===== src/rtl/alarm_pkg.sv =====
// Shared state encoding and helpers for the alarm controller.
package alarm_pkg;

    localparam int STATE_W = 3;

    typedef enum logic [STATE_W-1:0] {
        ST_DISARMED  = 3'd0,
        ST_EXIT_DLY  = 3'd1,
        ST_ARMED     = 3'd2,
        ST_ENTRY_DLY = 3'd3,
        ST_ALARM     = 3'd4
    } state_e;

    function automatic int max_int(input int a, input int b);
        return (a > b) ? a : b;
    endfunction

endpackage


===== src/rtl/input_debouncer.sv =====
// Two-flop synchronizer plus stability-counter debouncer for one raw board input.
// EDGE_EN selects a one-cycle rising-edge pulse output instead of the debounced level.
module input_debouncer #(
    parameter int DEB_CYC = 50_000,
    parameter bit EDGE_EN = 1'b1
) (
    input  logic clk,
    input  logic rst,
    input  logic din,
    output logic sig_o
);

    localparam int CNT_W = (DEB_CYC > 1) ? $clog2(DEB_CYC) : 1;

    logic             sync1_q, sync2_q;
    logic             db_q, db_d;
    logic [CNT_W-1:0] cnt_q, cnt_d;

    // Counter only runs while the synchronized input disagrees with the held value.
    always_comb begin
        db_d  = db_q;
        cnt_d = cnt_q;
        if (sync2_q == db_q) begin
            cnt_d = '0;
        end else if (cnt_q == CNT_W'(DEB_CYC - 1)) begin
            db_d  = sync2_q;
            cnt_d = '0;
        end else begin
            cnt_d = cnt_q + CNT_W'(1);
        end
    end

    always_ff @(posedge clk) begin
        if (rst) begin
            sync1_q <= 1'b0;
            sync2_q <= 1'b0;
            db_q    <= 1'b0;
            cnt_q   <= '0;
        end else begin
            sync1_q <= din;
            sync2_q <= sync1_q;
            db_q    <= db_d;
            cnt_q   <= cnt_d;
        end
    end

    generate
        if (EDGE_EN) begin : g_rise
            logic dly_q;
            always_ff @(posedge clk) begin
                if (rst) dly_q <= 1'b0;
                else     dly_q <= db_q;
            end
            assign sig_o = db_q & ~dly_q;
        end else begin : g_level
            assign sig_o = db_q;
        end
    endgenerate

endmodule


===== src/rtl/alarm_controller.sv =====
// Alarm arming FSM: conditioned sensor/buttons, exit and entry delays, code check,
// and a consecutive wrong-code counter that can force the alarm.
module alarm_controller
    import alarm_pkg::*;
#(
    parameter int                CODE_W    = 4,
    parameter logic [CODE_W-1:0] CODE      = 4'hA,
    parameter int                DEB_CYC   = 50_000,
    parameter int                EXIT_CYC  = 500_000_000,
    parameter int                ENTRY_CYC = 500_000_000,
    parameter int                MAX_FAIL  = 3
) (
    input  logic              clk,
    input  logic              rst,
    input  logic              sensor_in,
    input  logic              btn_arm,
    input  logic              btn_disarm,
    input  logic [CODE_W-1:0] code_sw,
    output logic              alarm_out,
    output logic              armed,
    output logic [2:0]        state_o,
    output logic [1:0]        fail_cnt
);

    localparam int TIMER_W = max_int($clog2(max_int(EXIT_CYC, ENTRY_CYC)), 1);
    localparam logic [TIMER_W-1:0] EXIT_LOAD  = TIMER_W'(EXIT_CYC - 1);
    localparam logic [TIMER_W-1:0] ENTRY_LOAD = TIMER_W'(ENTRY_CYC - 1);

    logic [2:0] raw_in;
    logic [2:0] cond;
    logic       sensor_db, arm_p, disarm_p;

    assign raw_in = {btn_disarm, btn_arm, sensor_in};

    // Bit 0 (sensor) stays a level; the two buttons become rising-edge pulses.
    genvar gi;
    generate
        for (gi = 0; gi < 3; gi++) begin : g_in
            input_debouncer #(
                .DEB_CYC (DEB_CYC),
                .EDGE_EN (gi != 0)
            ) u_deb (
                .clk   (clk),
                .rst   (rst),
                .din   (raw_in[gi]),
                .sig_o (cond[gi])
            );
        end
    endgenerate

    assign sensor_db = cond[0];
    assign arm_p     = cond[1];
    assign disarm_p  = cond[2];

    state_e               state_q, state_d;
    logic [TIMER_W-1:0]   timer_q, timer_d;
    logic [1:0]           fail_q, fail_d, fail_inc;
    logic                 alarm_q, armed_q;
    logic                 code_ok, disarm_ok, disarm_bad;

    assign code_ok    = (code_sw == CODE);
    assign disarm_ok  = disarm_p & code_ok;
    assign disarm_bad = disarm_p & ~code_ok;

    always_comb begin
        state_d  = state_q;
        timer_d  = timer_q;
        fail_d   = fail_q;
        fail_inc = (fail_q == 2'd3) ? 2'd3 : fail_q + 2'd1;

        case (state_q)
            ST_DISARMED: begin
                fail_d = '0;
                if (arm_p && code_ok && !disarm_p) begin
                    state_d = ST_EXIT_DLY;
                    timer_d = EXIT_LOAD;
                end
            end
            ST_EXIT_DLY: begin
                if (timer_q == '0) state_d = ST_ARMED;
                else               timer_d = timer_q - TIMER_W'(1);
            end
            ST_ARMED: begin
                if (sensor_db) begin
                    state_d = ST_ENTRY_DLY;
                    timer_d = ENTRY_LOAD;
                end
            end
            ST_ENTRY_DLY: begin
                if (timer_q == '0) state_d = ST_ALARM;
                else               timer_d = timer_q - TIMER_W'(1);
            end
            ST_ALARM: ;
            default: begin
                state_d = ST_DISARMED;
                timer_d = '0;
                fail_d  = '0;
            end
        endcase

        // Disarm handling overrides any timer expiry or sensor event in the same cycle.
        if (state_q inside {ST_EXIT_DLY, ST_ARMED, ST_ENTRY_DLY, ST_ALARM}) begin
            if (disarm_ok) begin
                state_d = ST_DISARMED;
                timer_d = '0;
                fail_d  = '0;
            end else if (disarm_bad) begin
                fail_d = fail_inc;
                if (int'(fail_inc) >= MAX_FAIL) state_d = ST_ALARM;
            end
        end
    end

    always_ff @(posedge clk) begin
        if (rst) begin
            state_q <= ST_DISARMED;
            timer_q <= '0;
            fail_q  <= '0;
            alarm_q <= 1'b0;
            armed_q <= 1'b0;
        end else begin
            state_q <= state_d;
            timer_q <= timer_d;
            fail_q  <= fail_d;
            alarm_q <= (state_d == ST_ALARM);
            armed_q <= (state_d == ST_ARMED) || (state_d == ST_ENTRY_DLY);
        end
    end

    assign alarm_out = alarm_q;
    assign armed     = armed_q;
    assign state_o   = state_q;
    assign fail_cnt  = fail_q;

endmodule


===== config.mk =====
export PLATFORM = sky130hd
export DESIGN_NAME = alarm_controller
export DESIGN_NICKNAME = d
export VERILOG_FILES = /design/src/rtl/alarm_pkg.sv /design/src/rtl/input_debouncer.sv /design/src/rtl/alarm_controller.sv
export SDC_FILE = /design/constraint.sdc
export NUM_CORES = 1
export LEC_CHECK = 0
export ABC_AREA = 0
export ABC_CLOCK_PERIOD_IN_PS = 2500
export CORE_MARGIN = 10
export CORE_UTILIZATION = 47
export DETAILED_ROUTE_END_ITERATION = 7
export PLACE_DENSITY_LB_ADDON = 0.12
export SYNTH_ARGS = -nofsm -noshare
export SYNTH_HDL_FRONTEND = slang
export SYNTH_HIERARCHICAL = 1
export SYNTH_SLANG_ARGS = --single-unit
export TNS_END_PERCENT = 50

===== constraint.sdc =====
create_clock -name clk -period 2.5 [get_ports clk]
set_input_delay 0.25 -clock clk [delete_from_list [all_inputs] [get_ports clk]]
set_output_delay 0.25 -clock clk [all_outputs]
set_load 0.01 [all_outputs]

======== After elaboration in Yosys (flattened, before gate mapping) ========
Index checks and enable logic that the tools add are counted.
operators by class
  reduce and logical (&&, ||, !) cells .... 15
  $add $sub $neg .......................... 5
  multipliers ............................. 0
  $lt $le $gt $ge ......................... 1
  divide/modulo/power cells ............... 0
  multiplexer cells ....................... 20
  bitwise logic cells ..................... 10
  eq/ne operators ......................... 15
  shift-type cells ........................ 0
operator list
  operator                                                                number
  29-bit 2-to-1 mux                                                       5
  29-bit one-hot mux with 4 select lines                                  1
  16-bit by 1-bit adder with 16-bit output (second input constant)        3
  16-bit equality test (second input constant)                            3
  29-bit zero test                                                        1
  29-bit by 1-bit subtractor with 29-bit output (second input constant)   1
  3-bit 2-to-1 mux                                                        8
  3-bit one-hot mux with 5 select lines                                   1
  3-bit by 2-bit equality test with 1-bit output (second input constant)  4
  2-bit 2-to-1 mux                                                        5
  3-bit OR reduction                                                      3
  3-bit equality test (second input constant)                             2
  1-bit inverter                                                          6
  2-bit AND reduction                                                     3
  1-bit bitwise AND                                                       4
  4-bit equality test (second input constant)                             1
  4-bit nonzero test                                                      1
  4-bit OR reduction                                                      1
  1-bit equality test                                                     3
  3-bit by 1-bit equality test with 1-bit output (second input constant)  1
  3-bit zero test                                                         1
  2-bit by 1-bit adder with 2-bit output (second input constant)          1
  2-bit equality test (second input constant)                             1
  2-bit greater-or-equal comparator (second input constant)               1
  other kinds (4)                                                         5
word-level totals
  memories kept ........................... 0
  bits in registers ....................... 95
  output and inout port bits .............. 7
  bits in latches ......................... 0
  logic and storage cells ................. 85
  ROM bits ................................ 0
  RAM bits ................................ 0
  bits of input ports ..................... 9

======== Longest topological paths before layout ========
  depth in word-level cells ............... 12
  depth in mapped cells ................... 9
  gate-level depth less buffers ........... 8

======== By module ========
The synthesis kept the hierarchy.
by module, submodules not included
  module                                cells each  area an instance (um^2)  times used  seq. area each (um^2)
  alarm_controller                      259         2,068.2                  1           720.7
  input_debouncer at g_in[1].u_deb ...  90          834.6                    2           400.4
  input_debouncer at g_in[0].u_deb      87          847.1                    1           380.4

======== Worst setup path before layout ========
Ideal clock, no wire load.
  kind .................................... reg2reg
  from .................................... register timer_q[11]
  to ...................................... register timer_q[1]
  library setup time ...................... 128 ps
  slack ................................... 291 ps
  data arrival time ....................... 2,082 ps
  path buffers ............................ 1
  cell stages (with the launch flop) ...... 8
  data required time ...................... 2,372 ps
  clock period less this slack ............ 2,209 ps
  cells stage by stage .................... dfxtp_1 buf_6 or4_4 or4_4 nor3_4 nor2_2 a221oi_2 nor2_1
on the way
  longest elaborated chain between the ends .. 5
RTL lines
  element                                     line                                            source
  start, declared                             alarm_controller.sv:56                          logic [TIMER_W-1:0] timer_q, timer_d;
  start signal, assigned                      alarm_controller.sv:123                         timer_q <= timer_d;
  29-bit zero test (*)                        alarm_controller.sv:80, alarm_controller.sv:90
  29-bit 2-to-1 mux (*)                       alarm_controller.sv:80, alarm_controller.sv:90
  29-bit one-hot mux with 4 select lines (*)  alarm_controller.sv:71                          case (state_q)
  29-bit 2-to-1 mux                           alarm_controller.sv:103                         if (disarm_ok) begin
  29-bit 2-to-1 mux (*)                       alarm_controller.sv:102                         if (state_q inside {ST_EXIT_DLY, ST_ARMED, ST_ENTRY_DLY, ST_ALARM}) begin
Every way passes the cells marked *; elsewhere a longest branch is shown, timed or not.
A chain may end at the register's enable or synchronous reset.

======== Worst setup path after layout ========
  from .................................... register timer_q[1]
  to ...................................... register timer_q[10]
on the way
  longest elaborated chain between the ends .. 5
  elaborated cells on any way between the ends .. 6
  classes of those cells .................. 1 x add/sub; 4 x mux; 1 x reduce/logical
RTL lines
  element                                                                                   line
  29-bit by 1-bit subtractor with 29-bit output / 29-bit zero test (equally long branches)  n/a
  29-bit 2-to-1 mux (*)                                                                     alarm_controller.sv:80, alarm_controller.sv:90
  29-bit one-hot mux with 4 select lines (*)                                                alarm_controller.sv:71
  29-bit 2-to-1 mux                                                                         alarm_controller.sv:103
  29-bit 2-to-1 mux (*)                                                                     alarm_controller.sv:102
Marked as above.

==> impl_metrics.env <==
export IMPL_powerDensity_nw_per_um2=549
export IMPL_pwr_share_clk_pct=41.4
export IMPL_grt_max_degree=19
export IMPL_insertion_delay_ns=0.38
export IMPL_p_leak_nw=1.79
export IMPL_maxCapViolations=0
export IMPL_critPathKind="reg2reg"
export IMPL_ys_ff_latch=95
export IMPL_htreeDepth=3
export IMPL_final_cell_mix="dfxtp_1 (95), nor2_1 (73), xnor2_1 (35)"
export IMPL_grt_util_all_layers_pct=15.5
export IMPL_swShare_pct=24.5
export IMPL_total_power_mw=2.88
export IMPL_cts_num_sinks=95
export IMPL_die_area_um2=14100
export IMPL_hpwl_mm=7.69
export IMPL_synth_simple_area_share_pct=32.5
export IMPL_diodes=0
export IMPL_core_um2=9370
export IMPL_timing_final_ws_setup_ns=0.184
export IMPL_wire_per_inst_um=15.3
export IMPL_syn_nets=539
export IMPL_synth_cells=526
export IMPL_setup_viol=0
export IMPL_antenna_found_initial=0
export IMPL_timing_hold_ws_ns=0.418
export IMPL_cts_made_buffers=9
export IMPL_remaining_drc_errors=0
export IMPL_synth_async_reset_ratio_pct=0
export IMPL_syn_area_per_cell_um2=8.72
export IMPL_yosys_warnings=6
export IMPL_endpoint_kind="flip-flop"
export IMPL_max_freq_ghz=0.432
export IMPL_final_setup_tns_ns=0
export IMPL_layout_commonest_cell="dfxtp_1"
export IMPL_drt_iter0_drc=287
export IMPL_worst_ep_required_time_ns=2.78
export IMPL_hold_violations=0
export IMPL_synth_compound_area_share_pct=13.0
export IMPL_rows=35
export IMPL_startpoint_type="flip-flop"
export IMPL_p_int_mw=2.18
export IMPL_vias=3933
export IMPL_ant_nets=0
export IMPL_finalCritPeriodShare_pct=92.7
export IMPL_muxShareOfSynthArea_pct=0.655
export IMPL_hold_class="in2reg"
export IMPL_irDropWorstVdd_mv=0.324
export IMPL_cts_hold_buf=0
export IMPL_rsz0062_at_grt="false"
export IMPL_ys_types=59
export IMPL_routed_wirelength_mm=10.7
export IMPL_yosys_area_share_adder_pct=1.09
export IMPL_fin_crit_ns=2.32
export IMPL_post_place_ws_ns=0.144
export IMPL_worst_pin_slew_ns=0.759
export IMPL_clockBufferDepth=2
export IMPL_pwr_share_seq_pct=53.0
export IMPL_nets=575
export IMPL_clkTransAtPathRegs_ns=0.10
export IMPL_outcome="completed"
export IMPL_utilization_pct=56.0
export IMPL_p_comb_share_pct=5.7
export IMPL_switching_power_mw=0.705
export IMPL_grt_pass1_wl_mm=18.4
export IMPL_maxSlewViolCount=0
export IMPL_cp_data_arrival_time_ns=2.59
export IMPL_syn2layout_area_growth_pct=14.5
export IMPL_die_w_um=119
export IMPL_grt_pass1_vias=3751
export IMPL_critPathMaxFanout=10
export IMPL_drt_first_pass_iters=4
export IMPL_grt_overflow=0
export IMPL_ios=16
export IMPL_cts_tree="built"
export IMPL_synth_edf_count=0
export IMPL_final_layout_size_suffix_gt1_share_pct=11.8
export IMPL_ys_seq_area_share_pct=41.5
export IMPL_slew_headroom_pct=49.0
export IMPL_yosys_most_used_dff="dfxtp_1"
export IMPL_vias_per_cell=5.65
export IMPL_synth_top_family_by_area="simple AND/OR/NAND/NOR gates"
export IMPL_die_h_um=119
export IMPL_netlist_area_um2=4580
export IMPL_synth_xor_xnor_area_share_pct=8.60
export IMPL_root_buffer="clkbuf_8"
export IMPL_finalClockSkew_ns=0.0145
export IMPL_place_congestion=0.880
export IMPL_initial_core_util_pct=48.9
export IMPL_portBuffers=15
==> through the flow <==
step,cell area [um2],cells
after floorplan,4580,526
after global placement,5010,680
after detailed placement,5010,680
after CTS,5250,696
after global routing,5250,696
final,5250,696
==> synthesized netlist by cell type (9+ instances only) <==
cell       n  share of area (%)
xor2_1    10                1.9
nor3_1    26                2.8
o21ai_0   17                1.9
nand3_1   30                3.3
nand2_1   27                2.2
nor4_1    14                1.9
clkbuf_1   9               0.74
nand4_1   14                1.9
inv_1      9               0.74
a21oi_1   25                2.7
xnor2_1   35                6.7
nor2b_1   13                1.8
dfxtp_1   95                 41
nor2_1    73                6.0
or4_1      9                1.5
==> power by group through the flow <==
stage	logic, mW	clock network, mW	registers [mW]
finish	0.164	1.19	1.53
global route	0.178	1.29	1.53
CTS	0.162	1.23	1.53
detailed placement	0.162	0	1.56
global placement	0.160	0	1.56
floorplan	0.0890	0	1.56
==> repair_timing <==
action | 4_1_cts | 5_1_grt
buffers inserted | 0 | 0
endpoints found under the setup margin | 0 | 2
gates resized for setup | 0 | 1
==> cells by family (layout without fill, tap and decap cells) <==
| group | after synthesis | in the layout |
|---|---|---|
| fa+ha+maj | 4 | 4 |
| mux | 3 | 3 |
| buf+inv | 26 | 67 |
| xor+xnor | 45 | 45 |
| simple gates | 261 | 261 |
| flops | 95 | 95 |
| compound gates | 92 | 92 |
==> path summary, 6_finish.rpt <==
path,from,end,slack (ns),depth (start not counted)
min reg2reg,g_in[1].u_deb/sync1_q,g_in[1].u_deb/sync2_q,0.45,1
min,btn_disarm,g_in[2].u_deb/sync1_q,0.42,2
max,timer_q[1],timer_q[10],0.18,8
max reg2reg,timer_q[1],timer_q[10],0.18,8
==> layout make-up <==
class,instances,area (um2)
Fill cell,881,4120
Clock buffer,9,124
Clock inverter,7,111
Tap cell,129,161
Multi-Input combinational cell,405,2560
Sequential cell,95,1900
Inverter,9,33.8
Timing Repair Buffer,42,353
==> critical path, cell delays in order, from the launching register on <==
cell and delay, ns:
dfxtp_1 0.41, inv_1 0.06, ha_1 0.21, nor2b_1 0.18
and4_2 0.32, and4_1 0.27, o41ai_1 0.40, a21oi_1 0.13
a211o_1 0.24
==> sequential cells by signal, indices dropped and copies added (netlist names) <==
signal	flops
timer_q	29
g_in.u_deb/sync2_q	3
fail_cnt	2
alarm_out	1
g_in.u_deb/db_q	2
armed	1
g_in.u_deb/sync1_q	3
g_in.u_deb/g_rise.dly_q	2
g_in.u_deb/sig_o	1
g_in.u_deb/cnt_q	48
state_o	3
==> routing by layer <==
layer / up-vias / global-route usage, % / share of wire, %
met3: 12 / 3.38 / 3.2
met5: - / 0 / 0
met4: 0 / 6.41 / 1.6
met1: 1861 / 19.5 / 48
li1: 2011 / - / -
met2: 49 / 25.0 / 48
No activity file was read; power rests on OpenSTA's default activity.
